===== src/rtl/spi_master.sv =====
// ---------------------------------------------------------------------------
// spi_master
//
// Byte-oriented SPI initiator, mode 0 (CPOL = 0, CPHA = 0).
//
// Each accepted request does three things:
//   - shifts one byte out on mosi, MSB first;
//   - captures one byte from miso;
//   - pulses done for one cycle.
// Chip select can be held low across consecutive bytes so that several
// bytes form one transaction.
//
// Parameters
//   CLK_DIV     SCK half-period in main_clock cycles (>= 1). Slaves that
//               resample SCK need at least 4.
//
// Ports
//   main_clock  in   system clock; all logic runs on its rising edge
//   rst_n       in   asynchronous, active-low reset
//   start       in   request one byte transfer (acted on only while idle)
//   keep_cs     in   sampled with start: 1 keeps cs low after the byte
//   cs_release  in   while idle, drives cs high on the next edge
//   tx_data     in   byte to send, sampled with start
//   rx_data     out  last received byte, updated together with done
//   busy        out  transfer in progress
//   done        out  one-cycle pulse at the end of a byte
//   sck         out  SPI clock, idles low
//   cs          out  chip select, active low
//   mosi        out  master data out; changes only while sck is low
//   miso        in   slave data in
//
// Byte timing, with E0 = the edge that accepts start and D = CLK_DIV:
//   - rise k (k = 0..7) happens at E0 + D*(1+2k);
//   - fall k happens at E0 + D*(2+2k);
//   - done is set at E0 + 17D;
//   - the next start can be accepted at E0 + 17D + 1.
// ---------------------------------------------------------------------------
module spi_master #(
    parameter int CLK_DIV = 4
) (
    input  logic       main_clock,
    input  logic       rst_n,
    input  logic       start,
    input  logic       keep_cs,
    input  logic       cs_release,
    input  logic [7:0] tx_data,
    output logic [7:0] rx_data,
    output logic       busy,
    output logic       done,
    output logic       sck,
    output logic       cs,
    output logic       mosi,
    input  logic       miso
);

    localparam int PW = $clog2(CLK_DIV + 1);
    localparam logic [PW-1:0] PHASE_LAST = PW'(CLK_DIV - 1);

    localparam logic [2:0] IDLE   = 3'd0;
    localparam logic [2:0] SETUP  = 3'd1;
    localparam logic [2:0] HIGH   = 3'd2;
    localparam logic [2:0] LOW    = 3'd3;
    localparam logic [2:0] FINISH = 3'd4;

    logic [2:0]    state_reg;
    logic [PW-1:0] phase_reg;
    logic [2:0]    bit_cnt_reg;
    // Only bits 6..0 are kept: bit 7 goes straight to mosi on acceptance.
    logic [6:0]    tx_shift_reg;
    logic [7:0]    rx_shift_reg;
    logic          keep_reg;
    // Set at the fall after bit 7, so the following LOW is the CS hold time
    // and its expiry finishes the byte instead of raising sck again.
    logic          hold_reg;

    wire phase_done = (phase_reg == PHASE_LAST);

    always_ff @(posedge main_clock or negedge rst_n) begin
        if (!rst_n) begin
            state_reg    <= IDLE;
            phase_reg    <= '0;
            bit_cnt_reg  <= 3'd0;
            tx_shift_reg <= 7'd0;
            rx_shift_reg <= 8'd0;
            keep_reg     <= 1'b0;
            hold_reg     <= 1'b0;
            rx_data      <= 8'd0;
            busy         <= 1'b0;
            done         <= 1'b0;
            sck          <= 1'b0;
            cs           <= 1'b1;
            mosi         <= 1'b0;
        end else begin
            done <= 1'b0;
            case (state_reg)
                // FINISH is the cycle in which done is high.
                // The master is already idle in that cycle, so it accepts
                // start exactly like IDLE does. This is what gives the
                // 17D + 1 cycle throughput.
                IDLE, FINISH: begin
                    if (start) begin
                        tx_shift_reg <= tx_data[6:0];
                        mosi         <= tx_data[7];
                        keep_reg     <= keep_cs;
                        hold_reg     <= 1'b0;
                        bit_cnt_reg  <= 3'd0;
                        phase_reg    <= '0;
                        cs           <= 1'b0;
                        busy         <= 1'b1;
                        state_reg    <= SETUP;
                    end else begin
                        if (cs_release) begin
                            cs <= 1'b1;
                        end
                        state_reg <= IDLE;
                    end
                end

                SETUP: begin
                    if (phase_done) begin
                        phase_reg    <= '0;
                        sck          <= 1'b1;
                        rx_shift_reg <= {rx_shift_reg[6:0], miso};
                        state_reg    <= HIGH;
                    end else begin
                        phase_reg <= phase_reg + PW'(1);
                    end
                end

                HIGH: begin
                    if (phase_done) begin
                        phase_reg <= '0;
                        sck       <= 1'b0;
                        state_reg <= LOW;
                        if (bit_cnt_reg != 3'd7) begin
                            bit_cnt_reg  <= bit_cnt_reg + 3'd1;
                            mosi         <= tx_shift_reg[6];
                            tx_shift_reg <= {tx_shift_reg[5:0], 1'b0};
                            hold_reg     <= 1'b0;
                        end else begin
                            // mosi keeps bit 0 through the hold period.
                            hold_reg <= 1'b1;
                        end
                    end else begin
                        phase_reg <= phase_reg + PW'(1);
                    end
                end

                LOW: begin
                    if (phase_done) begin
                        phase_reg <= '0;
                        if (hold_reg) begin
                            rx_data   <= rx_shift_reg;
                            done      <= 1'b1;
                            busy      <= 1'b0;
                            cs        <= ~keep_reg;
                            state_reg <= FINISH;
                        end else begin
                            sck          <= 1'b1;
                            rx_shift_reg <= {rx_shift_reg[6:0], miso};
                            state_reg    <= HIGH;
                        end
                    end else begin
                        phase_reg <= phase_reg + PW'(1);
                    end
                end

                default: begin
                    state_reg <= IDLE;
                    phase_reg <= '0;
                    busy      <= 1'b0;
                    sck       <= 1'b0;
                    cs        <= 1'b1;
                end
            endcase
        end
    end

endmodule


===== config.mk =====
export PLATFORM = sky130hd
export DESIGN_NAME = spi_master
export DESIGN_NICKNAME = d
export VERILOG_FILES = /design/src/rtl/spi_master.sv
export SDC_FILE = /design/constraint.sdc
export NUM_CORES = 1
export LEC_CHECK = 0
export ABC_AREA = 1
export CORE_UTILIZATION = 35
export CTS_BUF_LIST = sky130_fd_sc_hd__clkbuf_4
export CTS_CLUSTER_DIAMETER = 50
export DETAILED_ROUTE_END_ITERATION = 10
export GPL_TIMING_DRIVEN = 0
export PLACE_DENSITY_LB_ADDON = 0.05
export SETUP_SLACK_MARGIN = 0.1
export SYNTH_ARGS = -nofsm -noshare
export SYNTH_HDL_FRONTEND = slang
export SYNTH_SLANG_ARGS = --single-unit

===== constraint.sdc =====
create_clock -name main_clock -period 1.8 [get_ports main_clock]
set_input_delay 0.54 -clock main_clock [delete_from_list [all_inputs] [get_ports main_clock]]
set_output_delay 0.54 -clock main_clock [all_outputs]
set_load 0.1 [all_outputs]

# ---- After elaboration in Yosys (flattened, before gate mapping)
# Index checks and enable logic that the tools add are counted.
dict set report op_classes {
  addsub 2
  eq_ne 14
  mux 45
  bitwise_logic 3
  n_reduce_logical 15
}
# op n
set op_table {}
lappend op_table {{3-bit 2-to-1 mux} 8}
lappend op_table {{8-bit 2-to-1 mux} 3}
lappend op_table {{1-bit 2-to-1 mux} 21}
lappend op_table {{7-bit 2-to-1 mux} 3}
lappend op_table {{8-bit case mux with 2 select lines} 1}
lappend op_table {{4-bit AND reduction} 4}
lappend op_table {{2-bit inequality test, second input constant} 7}
lappend op_table {{7-bit case mux with 2 select lines} 1}
lappend op_table {{3-bit case mux with 2 select lines} 2}
lappend op_table {{3-bit case mux with 4 select lines} 1}
lappend op_table {{3-bit by 2-bit equality test with 1-bit output, second input constant} 3}
lappend op_table {{3-bit AND reduction} 3}
lappend op_table {{3-bit by 1-bit adder with 3-bit output, second input constant} 2}
lappend op_table {{3-bit inequality test, second input constant} 2}
lappend op_table {{1-bit case mux with 3 select lines} 2}
lappend op_table {{5-bit AND reduction} 1}
lappend op_table {{1-bit case mux with 2 select lines} 2}
lappend op_table {{1-bit case mux with 4 select lines} 1}
lappend op_table {{2-bit nonzero test} 2}
lappend op_table {{2-bit OR reduction} 2}
lappend op_table {{3-bit by 1-bit equality test with 1-bit output, second input constant} 1}
lappend op_table {{3-bit equality test, second input constant} 1}
lappend op_table {{3-bit logical NOT} 1}
lappend op_table {{1-bit NOT} 3}
lappend op_table {{other kinds (2)} 2}
dict set report totals {
  regBits 39
  in_bits 14
  output_inout_bits 13
  elab_cells 92
}

# ---- Depth between registers and ports, before layout
dict set report logic_depth {
  word_depth 4
  ltp_mapped 9
  depth_no_buf 8
}

# ---- Worst setup path before layout
# No wires, ideal clock.
dict set report synth_path {
  path_type {reg2out}
  startpoint {register rx_data[5]}
  endpoint {output rx_data[5]}
  arrival_time_ns 0.911
  required_time_ns 1.260
  path_slack_ns 0.349
  path_stages_with_launch 1
  path_buffers 0
  path_cell_list {dfrtp_1}
}
# element line_no
set synth_rtl {}
lappend synth_rtl {{start: declaration} 47} ;# output logic [7:0] rx_data,
lappend synth_rtl {{start signal: assignment} 153} ;# rx_data <= rx_shift_reg;
# No word-level cell between the ends.

# ---- Worst setup path in the final report
dict set report layout_path {
  startpoint {register cs}
  endpoint {output cs}
}
# element line_no
set layout_rtl {}
lappend layout_rtl {{start: declaration} 51} ;# output logic cs,
lappend layout_rtl {{start signal: assignment} 156} ;# cs <= ~keep_reg;
# No word-level cell between the ends.

==> key figures <==
Placement
  – Detailed placer's ending HPWL: roughly 2.8 mm
  – # port buffers: 26
  – Placed cell areas: about 0.0023 mm²
  – Gpl congestion: about 0.7

Route
  – Final wirelength: just under 4 mm
  – Detail Route Antenna Nets: 0
  – Via Count: about 1,500
  – WL/cell: roughly 12 µm
  – Iteration-0 DRC Markers: 107
  – Vias per cell: approximately 4.5
  – DRT Pass-1 Iters: 4
  – DRC: 0

STA
  – Number of max-slew violations in the final report: 0
  – Tcrit/Tclk final: 91.9%
  – Tmin final: around 1.7 ns
  – Relative slew margins: roughly 80%
  – RSZ-0062 raised after global routing: false
  – Hold Vio Cnt, Final: 0
  – Actual slew at the worst max-slew pin: just over 0.3 ns
  – Fin Setup TNS: 0 ns
  – Setup-failing EPs final: 0
  – Clock Skews: 0.00669 ns
  – FMAX: approximately 0.60 GHz

Clock network
  – Clock sink count: 39
  – Num CTS Buffers: 5
  – Root Driver: clkbuf_4
  – Clock buffer depth: 2
  – Htree depth: 2
  – Hold buffers post-CTS: 0
  – Clock latency on the worst-skew pair: between 0.3 and 0.4 ns
  – Clk slew on worst S/H paths: ~0.12 ns
  – Postcts setup bufs: 0
  – CTS tree: done

Die
  – Die W: between 70 and 80 µm
  – Core Rows: 27
  – Starting Density: ~36%
  – I/O Pins: 27
  – Core footprint: ~0.0055 mm²
  – Height of the chip: 77.3 µm
  – Die area: 0.00597 mm²

Finish
  – Synthesis-to-finish area growth: 20.1%
  – FF/Latch Area: around 980 µm²
  – Area occupied by multi-input gates: 848 µm²
  – Final #Nets: 278
  – Fraction of layout cells with a size suffix above 1: 25.6%
  – Finished Cell Area: approximately 0.0024 mm²
  – Fill count: 587
  – Antenna fix cells: 0

Worst setup path
  – CP top delay family: flip-flops
  – Reg2Reg Depth: 7
  – Setup crit end kind: primary output
  – RR Endpoint: rx_data[7]$_DFFE_PN0P_
  – Setup slack, reg-to-reg: roughly 0.3 ns
  – CP Buf/Inv Count: 1
  – Critical Path Slowest Stage Cell: dfstp_2
  – Critical path type: reg -> out
  – Worst path max stage delay: 0.55 ns
  – CP startpoint kind: flop
  – Crit-path cells: buf_6
  – Largest fanout on the critical path: 2
  – Critical Path Stages: 1
  – CP Data Arrival Time: approximately 1.1 ns
  – Critical R2R Launch: phase_reg[0]$_DFFE_PN0N_
  – Worst EP required: between 1 and 1.5 ns

GRT
  – Global Route Usage Sum: between 10 and 15%
  – Remaining Overflow, GRT: 0
  – Largest net degree at the start of global routing: 30
  – First-pass GRT wire length: 6.73 mm
  – Vias in the first global route: 1,391
  – Initial antenna violation count: 0

Synthesis
  – Synth Instances: around 230
  – Dominant cell by count in the synthesized netlist: nand2_1
  – Yosys cell types: 24
  – Primary FF master, synth: dfrtp_1
  – Syn nets: 244
  – Yosys warnings: 0
  – Avg Cell Area, Syn: just under 9 µm²
  – Share of the synthesized area in the top cell type: roughly 48%
  – Ranking of synthesized cells by area: dfrtp_1, nand2_1, o21ai_2
  – Area leader, netlist: dfrtp_1
  – Number of synthesized flops with an enable pin: 0
  – Synth top cells by count: nand2_1, dfrtp_1, inv_1, nand3_1, o21ai_2
  – Seq cells post-synth: 39
  – Async S/R FF share, synth: 100%
  – Register area share after synthesis: slightly below 50%
  – Netlist Area Pre-Place: roughly 0.0020 mm²

Flow run
  – Max Cap Viol: 0

Hold path
  – Worst hold path type: in -> async

Status
  – Outcome: completed

Power and ir drop
  – PwrDens: approximately 1700 mW/mm²
  – Peak supply drop: between 1000 and 1500 µV
  – Pleak: between 1 and 1.5 nW
## what timing repair did
item / 4_1_cts / 5_1_grt
endpoints found under the setup margin: 13 / 11
pin swaps: 0 / 0
resized for setup: 69 / 11
## logic make-up after synthesis
kind of cell    count (synthesis)  synth area share [%]
compound gates                 22                  9.09
fa+ha+maj                       3                  1.89
buf+inv                        28                  8.20
flops                          39                  49.3
simple gates                  135                  31.5
## worst reg2reg max path, stage by stage (launching register included)
cell and delay [ns]:
dfrtp_1 0.39, ha_1 0.18, inv_1 0.08, nor2_4 0.26, nand3_4 0.19, buf_6 0.20
nand2_1 0.06, nand2_1 0.05
## metrics by stage
step           cells  power, mW  hold slack [ns]  setup slack (ns)  utilization [%]
2_1_floorplan    227       3.15            0.244             0.349                -
3_3_place_gp     325       3.63            0.450            -0.863             42.6
3_5_place_dp     326       3.64            0.443            -0.367             42.9
4_1_cts          334       4.09           0.0524            0.0722             43.0
5_1_grt          334       4.40           0.0456             0.103             43.5
6_report         334       4.06           0.0584             0.146             43.5
## how the worst max path moves through the flow
stage                            from                           to  slack, ns
4_1_cts                cs$_DFFE_PN1P_                           cs       0.07
6_report               cs$_DFFE_PN1P_                           cs       0.15
5_1_grt                cs$_DFFE_PN1P_                           cs       0.10
2_1_floorplan  rx_data[5]$_DFFE_PN0P_                   rx_data[5]       0.35
3_3_place_gp                    rst_n  tx_shift_reg[3]$_DFFE_PN0P_      -0.86
3_5_place_dp           cs$_DFFE_PN1P_                           cs      -0.37
## power breakdown
part / internal, mW / switching (mW)
Combinational: 0.708 / 1.53
Sequential: 1.19 / 0.149
Clock: 0.183 / 0.291
## cells in the final DEF (no fill, tap or decap), types with 2 or more instances in the layout
cell type / count
nand2_2: 3
nand4_1: 4
dfrtp_1: 38
o21ai_0: 4
nand2_1: 93
buf_6: 8
inv_2: 3
nor2_4: 4
inv_4: 2
ha_1: 3
buf_4: 3
nand2_4: 2
nand3_1: 14
clkdlybuf4s50_1: 12
nor2_2: 3
clkbuf_4: 16
inv_1: 16
o21ai_2: 14
nand3_4: 2
nor2_1: 8
## area by class of cell
| cell class | count | share of cell area [%] |
|---|---|---|
| Timing Repair Buffer | 27 | 10.3 |
| Clock buffer | 7 | 2.21 |
| Sequential cell | 39 | 41.0 |
| Buffer | 7 | 3.31 |
| Multi-Input combinational cell | 160 | 35.6 |
| Tap cell | 72 | 3.78 |
| Clock inverter | 1 | 0.210 |
| Inverter | 21 | 3.52 |
## layer usage
layer / part of all wire (%) / global-route usage (%)
met1: 52 / 21.0
met2: 44 / 21.3
met3: 3.2 / 3.57
met4: 1.2 / 4.53
met5: 0 / 0
Power figures use the tool's default switching activity.
